==> config.mk <==
export PLATFORM = sky130hd
export DESIGN_NAME = router_input_vc_buf
export DESIGN_NICKNAME = d
export VERILOG_FILES = /design/src/rtl/router_input_vc_buf_pkg.sv /design/src/rtl/router_input_vc_buf_vc_fifo.sv /design/src/rtl/router_input_vc_buf.sv
export SDC_FILE = /design/constraint.sdc
export NUM_CORES = 1
export LEC_CHECK = 0
export CAP_MARGIN = 15
export CORE_ASPECT_RATIO = 1.5
export CORE_UTILIZATION = 43
export CTS_CLUSTER_DIAMETER = 100
export CTS_CLUSTER_SIZE = 28
export DETAILED_ROUTE_END_ITERATION = 8
export GPL_ROUTABILITY_DRIVEN = 0
export REMOVE_ABC_BUFFERS = 1
export SLEW_MARGIN = 20
export SYNTH_ARGS = -nofsm -noshare
export SYNTH_HDL_FRONTEND = slang
export SYNTH_HIERARCHICAL = 1
export SYNTH_SLANG_ARGS = --single-unit
==> constraint.sdc <==
create_clock -name clk -period 6.7 [get_ports clk]
set_input_delay 0.67 -clock clk [delete_from_list [all_inputs] [get_ports clk]]
set_output_delay 0.67 -clock clk [all_outputs]
set_load 0.05 [all_outputs]
==> src/rtl/router_input_vc_buf_pkg.sv <==
// Shared types and widths for the router input VC buffer.
// Flit layout: type field at [TYPE_MSB:TYPE_LSB], payload above it.
package router_input_vc_buf_pkg;

  localparam int DATAW    = 31;
  localparam int VCHW     = 0;
  localparam int TYPE_MSB = 1;
  localparam int TYPE_LSB = 0;

  typedef enum logic [1:0] {
    FLIT_HEAD     = 2'b00,
    FLIT_BODY     = 2'b01,
    FLIT_TAIL     = 2'b10,
    FLIT_HEADTAIL = 2'b11
  } flit_type_e;

  typedef enum logic [1:0] {
    VC_IDLE   = 2'b00,
    VC_ROUTE  = 2'b01,
    VC_ACTIVE = 2'b10
  } vc_state_e;

  function automatic logic is_head(logic [1:0] t);
    return (t == FLIT_HEAD) || (t == FLIT_HEADTAIL);
  endfunction

endpackage

==> src/rtl/router_input_vc_buf_vc_fifo.sv <==
// Single-VC circular flit buffer.
// Ports: clk, rst_, wr_en, rd_en, din, dout (head), nxt_type, count, full, empty.
module router_input_vc_buf_vc_fifo
  import router_input_vc_buf_pkg::*;
#(
  parameter int W     = DATAW + 1,
  parameter int DEPTH = 4,
  parameter int PTRW  = 2
) (
  input  logic          clk,
  input  logic          rst_,
  input  logic          wr_en,
  input  logic          rd_en,
  input  logic [W-1:0]  din,
  output logic [W-1:0]  dout,
  output logic [1:0]    nxt_type,
  output logic [PTRW:0] count,
  output logic          full,
  output logic          empty
);

  localparam int CW = PTRW + 1;

  logic [W-1:0]    mem [DEPTH];
  logic [PTRW-1:0] wr_ptr;
  logic [PTRW-1:0] rd_ptr;
  logic [PTRW-1:0] rd_inc;

  assign rd_inc = rd_ptr + PTRW'(1);

  always_ff @(posedge clk) begin
    if (wr_en) mem[wr_ptr] <= din;
  end

  always_ff @(posedge clk or posedge rst_) begin
    if (rst_) begin
      wr_ptr <= '0;
      rd_ptr <= '0;
      count  <= '0;
    end else begin
      if (wr_en) wr_ptr <= wr_ptr + PTRW'(1);
      if (rd_en) rd_ptr <= rd_inc;
      count <= count + CW'(wr_en) - CW'(rd_en);
    end
  end

  assign dout  = mem[rd_ptr];
  assign full  = (count == CW'(DEPTH));
  assign empty = (count == '0);

  // Type of the flit that will sit at the head after this edge,
  // so the VC FSM can enter ROUTE in the same cycle it appears.
  always_comb begin
    nxt_type = mem[rd_ptr][TYPE_MSB:TYPE_LSB];
    if (rd_en) begin
      if (count > CW'(1)) nxt_type = mem[rd_inc][TYPE_MSB:TYPE_LSB];
      else                nxt_type = din[TYPE_MSB:TYPE_LSB];
    end else if (count == '0) begin
      nxt_type = din[TYPE_MSB:TYPE_LSB];
    end
  end

endmodule

==> src/rtl/router_input_vc_buf.sv <==
// Router input port: per-VC flit FIFOs, packet FSMs and credit return.
// Ports: clk, rst_, idata/ivalid/ivch in, grt pops; odata/ovalid/oreq/ocredit/ovf out.
module router_input_vc_buf
  import router_input_vc_buf_pkg::*;
#(
  parameter int NVC   = 2,
  parameter int DEPTH = 4,
  parameter int PTRW  = 2
) (
  input  logic                      clk,
  input  logic                      rst_,
  input  logic [DATAW:0]            idata,
  input  logic                      ivalid,
  input  logic [VCHW:0]             ivch,
  input  logic [NVC-1:0]            grt,
  output logic [NVC*(DATAW+1)-1:0]  odata,
  output logic [NVC-1:0]            ovalid,
  output logic [NVC-1:0]            oreq,
  output logic [NVC-1:0]            ocredit,
  output logic                      ovf
);

  localparam int W  = DATAW + 1;
  localparam int CW = PTRW + 1;

  logic [NVC-1:0] wsel;
  logic [NVC-1:0] wr;
  logic [NVC-1:0] pop;
  logic [NVC-1:0] full;
  logic [NVC-1:0] empty;
  logic [NVC-1:0] drop;

  for (genvar v = 0; v < NVC; v++) begin : g_vc
    logic [W-1:0]  dout;
    logic [CW-1:0] count;
    logic [CW-1:0] cnt_nxt;
    logic [1:0]    nxt_type;
    logic [1:0]    head_type;
    vc_state_e     state_q;
    vc_state_e     state_d;
    vc_state_e     after_pop;

    assign wsel[v] = ivalid && (int'(ivch) == v);
    assign pop[v]  = grt[v] && !empty[v];
    // A full VC still accepts a write when it pops in the same cycle.
    assign wr[v]   = wsel[v] && (!full[v] || pop[v]);
    assign drop[v] = wsel[v] && full[v] && !pop[v];

    router_input_vc_buf_vc_fifo #(
      .W     (W),
      .DEPTH (DEPTH),
      .PTRW  (PTRW)
    ) u_fifo (
      .clk      (clk),
      .rst_     (rst_),
      .wr_en    (wr[v]),
      .rd_en    (pop[v]),
      .din      (idata),
      .dout     (dout),
      .nxt_type (nxt_type),
      .count    (count),
      .full     (full[v]),
      .empty    (empty[v])
    );

    assign odata[v*W +: W] = dout;
    assign ovalid[v]       = !empty[v];
    assign oreq[v]         = (state_q == VC_ROUTE);
    assign head_type       = dout[TYPE_MSB:TYPE_LSB];
    assign cnt_nxt         = count + CW'(wr[v]) - CW'(pop[v]);

    always_ff @(posedge clk or posedge rst_) begin
      if (rst_) state_q <= VC_IDLE;
      else      state_q <= state_d;
    end

    // Pop transitions first, then a lookahead on the next head so
    // a freshly exposed head flit requests routing with no bubble.
    always_comb begin
      after_pop = state_q;
      if (pop[v]) begin
        unique case (state_q)
          VC_ROUTE:
            if (head_type == FLIT_HEAD) after_pop = VC_ACTIVE;
            else                        after_pop = VC_IDLE;
          VC_ACTIVE:
            if (head_type == FLIT_TAIL) after_pop = VC_IDLE;
          default: after_pop = VC_IDLE;
        endcase
      end
      state_d = after_pop;
      if (after_pop == VC_IDLE && cnt_nxt != '0 && is_head(nxt_type))
        state_d = VC_ROUTE;
    end
  end

  always_ff @(posedge clk or posedge rst_) begin
    if (rst_) begin
      ocredit <= '0;
      ovf     <= 1'b0;
    end else begin
      ocredit <= pop;
      ovf     <= ovf | (|drop);
    end
  end

endmodule

## After elaboration in Yosys (flattened, before gate mapping)

Memory sizes are Yosys's and may differ from the RTL's.
Index checks and enable logic that the tools add are counted.

| operators by class | value |
|---|---|
| equality and inequality tests | 10 |
| reduce and logical (&&, ||, !) cells | 35 |
| multiplexer cells | 20 |
| add/sub/neg operators | 8 |
| magnitude comparators | 2 |
| bitwise operators | 2 |

Operators with widths:

| kind | count |
|---|---|
| $mux 2 | 14 |
| $logic_and 1x1->1 | 14 |
| $eq 2x2->1 const B | 6 |
| $logic_not 2->1 | 6 |
| $add 2x1->2 const B | 4 |
| $pmux 2 s2 | 2 |
| $add 3x1->3 | 2 |
| $eq 3x3->1 const B | 2 |
| $gt 3x1->1 const B | 2 |
| $logic_not 1->1 | 6 |
| $logic_not 3->1 | 2 |
| $reduce_bool 3->1 | 2 |
| $sub 3x1->3 | 2 |
| $eq 2x1->1 const B | 2 |
| $logic_or 1x1->1 | 4 |
| $mux 1 | 4 |
| $reduce_or 2->1 | 1 |
| $not 1->1 | 1 |
| $or 1x1->1 | 1 |

| word-level totals | value |
|---|---|
| memories kept | 2 |
| output and inout port bits | 71 |
| word-level logic and storage cells | 89 |
| RAM bits | 256 |
| bits in registers | 21 |

Memory list:

| name | words | width | rd ports | clocked after memory_dff | write ports | line | RTL |
|---|---|---|---|---|---|---|---|
| g_vc[0].u_fifo.mem | 4 | 32 | 2 | 0 | 1 | router_input_vc_buf_vc_fifo.sv:24 | `logic [W-1:0] mem [DEPTH];` |
| g_vc[1].u_fifo.mem | 4 | 32 | 2 | 0 | 1 | router_input_vc_buf_vc_fifo.sv:24 |  |

## Depth between registers and ports, before layout

| logic depth | value |
|---|---|
| depth after elaboration | 11 |
| gate-level depth with buffers | 12 |
| mapped depth without buffers | 12 |

## By module

Netlist, hierarchy kept.

By module, submodules not included:

| module | area an instance (um^2) | times used | cells each |
|---|---|---|---|
| router_input_vc_buf_vc_fifo | 5180.0 | 2 | 223 |
| router_input_vc_buf | 596.8 | 1 | 62 |

## Worst setup path before layout

OpenSTA, ideal clock, no wires.

| timing path | value |
|---|---|
| path kind | reg-to-reg |
| start point | register g_vc[0].u_fifo.count[1] |
| end point | register g_vc[0].state_q[0] |
| buffers on the path | 1 |
| cell stages (with the launch flop) | 13 |
| data required time | 6576 ps |
| arrival | 2670 ps |
| setup slack | 3907 ps |
| setup time | 124 ps |
| cells stage by stage | dfrtp_1 -> or3_1 -> inv_1 -> nor2b_2 -> buf_6 -> nand2b_1 -> and3b_1 -> ha_1 -> fa_1 -> xor2_1 -> xnor2_1 -> o31ai_1 -> o21ai_1 |

| between the ends | value |
|---|---|
| word-level cells in the longest chain between the ends | 11 |

RTL lines:

| what | line | RTL |
|---|---|---|
| start, declared | router_input_vc_buf_vc_fifo.sv:17 | `output logic [PTRW:0] count,` |
| start signal, assigned | router_input_vc_buf_vc_fifo.sv:43 | `count <= count + CW'(wr_en) - CW'(rd_en);` |
| $logic_not 3->1 | router_input_vc_buf_vc_fifo.sv:49 | `assign empty = (count == '0);` |
| named net empty[0] | router_input_vc_buf.sv:30 | `logic [NVC-1:0] empty;` |
| $logic_not 1->1 | router_input_vc_buf.sv:44 | `assign pop[v] = grt[v] && !empty[v];` |
| $logic_and 1x1->1 | router_input_vc_buf.sv:44 |  |
| named net pop[0] | router_input_vc_buf.sv:28 | `logic [NVC-1:0] pop;` |
| $logic_or 1x1->1 | router_input_vc_buf.sv:46 | `assign wr[v] = wsel[v] && (!full[v] \|\| pop[v]);` |
| $logic_and 1x1->1 | router_input_vc_buf.sv:46 |  |
| named net wr[0] | router_input_vc_buf.sv:27 | `logic [NVC-1:0] wr;` |
| $add 3x1->3 | router_input_vc_buf.sv:70 | `assign cnt_nxt = count + CW'(wr[v]) - CW'(pop[v]);` |
| $sub 3x1->3 | router_input_vc_buf.sv:70 |  |
| $reduce_bool 3->1 | router_input_vc_buf.sv:92 | `if (after_pop == VC_IDLE && cnt_nxt != '0 && is_head(nxt_type))` |
| $logic_and 1x1->1 (2 in a row) | router_input_vc_buf.sv:92 |  |
| $mux 2 | router_input_vc_buf.sv:92 |  |
| named net g_vc[0].state_d[0] | router_input_vc_buf.sv:40 | `vc_state_e state_d;` |
| end signal, assigned | router_input_vc_buf.sv:74 | `else state_q <= state_d;` |
| end, declared | router_input_vc_buf.sv:39 | `vc_state_e state_q;` |

The timed path passes the listed nets, and every way through them passes these cells.
A chain may end at the register's enable or synchronous reset.

## Worst setup path in the final report

| timing path | value |
|---|---|
| start point | register g_vc[1].u_fifo.rd_ptr[0] |
| end point | output port odata[32] |

| between the ends | value |
|---|---|
| word-level cells in the longest chain between the ends | 1 |

RTL lines:

| what | line | RTL |
|---|---|---|
| start, declared | router_input_vc_buf_vc_fifo.sv:26 | `logic [PTRW-1:0] rd_ptr;` |
| start signal, assigned | router_input_vc_buf_vc_fifo.sv:42 | `if (rd_en) rd_ptr <= rd_inc;` |
| $mem_v2 4x32 | - |  |
| end, declared | router_input_vc_buf.sv:16 | `output logic [NVC*(DATAW+1)-1:0] odata,` |

Every way passes these cells.

==> results by group <==
Global route
  – First-pass GRT wire length: 32,000 um
  – Vias in the first global route: 5,505
  – Pin count of the biggest net entering global routing: 37
  – Gr usage total: 16.3%
  – Grt ovf: 0
  – Initial antenna violation count: 0

Worst setup path
  – Setup slack, reg-to-reg: 3.58 ns
  – CP bufs+invs: 2
  – Max FO, Critical Path: 36
  – CP Data Arrival Time: approximately 2.8 ns
  – Worst reg2reg path depth: 6
  – Critical path type: flip-flop to primary output
  – Crit path cell chain: buf_4, mux4_2, clkdlybuf4s50_1
  – Startpoint types: flip-flop
  – Crit. End Element: primary output
  – Worst r2r dst: g_vc[0].u_fifo/mem[1][24]
  – Crit path required time: 6.03 ns
  – Slowest CP cell: clkdlybuf4s50_1
  – Crit path largest cell delay: ~0.73 ns
  – Reg-to-Reg Start: g_vc[0].u_fifo/count[1]
  – Kind of cell adding the most delay to the critical path: buffers and inverters

Routing
  – Initial DRC Count: 257
  – WL final: 20,500 um
  – ANT nets after route: 0
  – Post-route DRC: 0
  – Via count: around 5,000
  – WL/cell: 21.6 um
  – Vias/cell: roughly 5.3
  – DR pass1 iterations: 4

Floorplan
  – Core region area: 0.0251 mm2
  – Die area: 0.0261 mm2
  – Row cnt: 71
  – Initial core utilization: between 40% and 50%
  – Die Width: 132 um
  – Top Ports: 109
  – Die Span Y: 198 um

Timing
  – Final min period: 3.49 ns
  – Final Cycle Share: 52.1%
  – Fin. Hold Viols: 0
  – Total Neg Setup Slack: 0 ns
  – Setup Skew: about 0.017 ns
  – Worst Tran Pin Value: 1.02 ns
  – FMAX: 286 MHz
  – RSZ-0062 raised after global routing: no
  – Slew HR: 31.8%
  – # setup viols final: 0
  – Max-slew violations: 0
  – Final setup margin: 3.21 ns

Clocking
  – # Post-CTS Setup Buffers: 0
  – # resized after CTS: 0
  – Clk_lat worst skew: approximately 0.48 ns
  – Num CTS Buffers: 13
  – Clock Root Buffer: clkbuf_16
  – Reg clk slew, reported paths: 0.11 ns
  – Hold_buf cts: 0
  – Clk buf depth: 3
  – TritonCTS sink count: 277
  – Htree depth: 1
  – CTS tree: done

Pwr
  – Pint: 0.00352 W
  – Max IR drop VDD: between 0.0002 and 0.00025 V
  – PD cells: 457 mW/mm2
  – NetSw: 0.00228 W
  – Clock group share of total power: around 15%
  – Flop pwr share: between 30% and 40%
  – Leakage: 4.18 nW
  – Logic pwr share: 45.3%
  – Sw Ratio: 39.3%

Synthesis
  – Syn. warnings: 6
  – Compound-Gate Fraction of Synth Area: between 1.5 and 2%
  – Synth Cell Area: 0.0110 mm2
  – Post-Synth Adder-Cell Area: under 10%
  – Xor/xnor share of the synthesized area: under 10%
  – #FFs+latches synth: 277
  – Mux cell area share after synthesis: ~14%
  – Synth Area in Simple Gates: 2.49%
  – Post-synthesis cell count: 508
  – Register area share after synthesis: 75.0%
  – Synth cell types: 35
  – Synth Area per Inst: 21.6 um2
  – Largest family of logic cells by synthesized area: multiplexers

Layout
  – Commonest non-fill, non-tap cell in the layout: edfxtp_1
  – Share of layout cells above drive strength 1: 16.9%
  – Core Util, Final: 50.7%
  – Final std cells w/o fill: 950
  – P&R area growth vs syn: 15.8%
  – Commonest cells after routing, fill and taps aside: 256 x edfxtp_1, 108 x clkdlybuf4s50_1, 68 x mux4_2
  – Nets: 680
  – Inserted Diodes: 0

Run
  – Maxcap violations: 0

Worst hold path
  – Hold endpoint: ovf
  – Hold path start: ovf
  – Hold WC Path Type: flip-flop to flip-flop
  – Hold Crit Depth: 1

Placement
  – Placed insts: 929
  – Placement Setup Slack: about 3.2 ns
  – IO Port Bufs: 108
  – DP HPWL: 12,700 um

Status
  – Status: finished clean
[metrics by stage]
| stage | hold WS, ns | power [W] | cell area, um2 |
|---|---|---|---|
| after floorplan | 0.473 | 0.00418 | 10800 |
| after global placement | 0.441 | 0.00499 | 12300 |
| after detailed placement | 0.448 | 0.00504 | 12300 |
| after CTS | 0.473 | 0.00590 | 12700 |
| after global routing | 0.502 | 0.00609 | 12700 |
| final | 0.471 | 0.00580 | 12700 |
[worst max path at each step]
stage	startpoint	to	slack, ns	depth (start not counted)
4_1_cts	g_vc[0].u_fifo/rd_ptr[0]	odata[16]	3.12	3
5_1_grt	g_vc[0].u_fifo/rd_ptr[0]	odata[0]	3.02	3
3_3_place_gp	grt[0]	g_vc[0].u_fifo/mem[3][12]	3.32	5
2_1_floorplan	g_vc[0].u_fifo/rd_ptr[0]	g_vc[0].state_q[0]	3.68	5
3_5_place_dp	grt[0]	g_vc[0].u_fifo/mem[1][12]	3.24	5
6_report	g_vc[1].u_fifo/rd_ptr[0]	odata[32]	3.21	3
[synthesized netlist by cell type]
master,number,area (um2)
a21bo_2,2,20.0
a21boi_0,2,15.0
a21o_1,1,7.51
a21oi_1,5,25.0
a22o_1,2,17.5
a32oi_1,4,35.0
and2_1,8,50.1
and3b_1,1,8.76
buf_2,8,40.0
buf_6,9,101
clkinv_2,1,5.00
dfrtp_1,21,526
edfxtp_1,256,7690
fa_1,4,80.1
ha_1,22,275
inv_1,29,109
mux4_2,68,1530
nand2_1,13,48.8
nand2b_1,4,25.0
nand2b_4,1,13.8
nand3_1,5,25.0
nor2b_1,2,12.5
nor2b_2,1,8.76
nor3_1,2,10.0
nor3b_1,2,15.0
nor4b_1,2,17.5
o21ai_0,6,30.0
o21ai_1,3,15.0
o21ai_2,2,17.5
o31ai_1,2,15.0
or2b_1,1,7.51
or3_1,2,12.5
or3b_2,2,17.5
xnor2_1,7,61.3
xor2_1,8,70.1
[flip-flops by register name (all words and copies together) (netlist names)]
signal and count:
ocredit 2, g_vc.u_fifo/wr_ptr 4, g_vc.u_fifo/mem 256, g_vc.state_q 4
ovf 1, g_vc.u_fifo/rd_ptr 4, g_vc.u_fifo/count 6
[power groups by stage]
stage	clock, W	combinational, W	sequential (W)
5_1_grt	0.000943	0.00280	0.00235
2_1_floorplan	0	0.00178	0.00240
3_5_place_dp	0	0.00267	0.00236
6_report	0.000858	0.00263	0.00232
3_3_place_gp	0	0.00264	0.00235
4_1_cts	0.000895	0.00268	0.00232
[kinds of logic (layout without fill, tap and decap cells)]
| logic type | count (synthesis) | in the layout |
|---|---|---|
| AOI/OAI and AO/OA | 29 | 29 |
| xor gates and xnor gates | 15 | 15 |
| DFF | 277 | 277 |
| muxes | 68 | 68 |
| adders and majority gates | 26 | 26 |
| and+or+nand+nor | 46 | 46 |
| buffers and inverters | 47 | 161 |
[routing by layer]
metal  up-vias  part of all wire (%)  routed length (um)  GRT usage (%)
met3        19                   3.8                 773           2.46
met1      2652                    37                7610           18.6
li1       2239                     -                   -              -
met4         0                   1.2                 242           3.32
met2       101                    58               11900           31.9
met5         -                     0                   0              0
[worst reg2reg max path, delay by kind of cell (launching register included)]
| family | cells | cell delay (ns) |
|---|---|---|
| simple gates | 5 | 2.12 |
| buf+inv | 1 | 0.09 |
| flops | 1 | 0.53 |
[final cells by class]
class / count / area, um2
Clock buffer: 20 / 352
Clock inverter: 1 / 5.00
Fill cell: 2059 / 12400
Inverter: 30 / 114
Multi-Input combinational cell: 184 / 2500
Sequential cell: 277 / 8220
Tap cell: 328 / 410
Timing Repair Buffer: 110 / 1100
(Power assumes the default switching activity.)
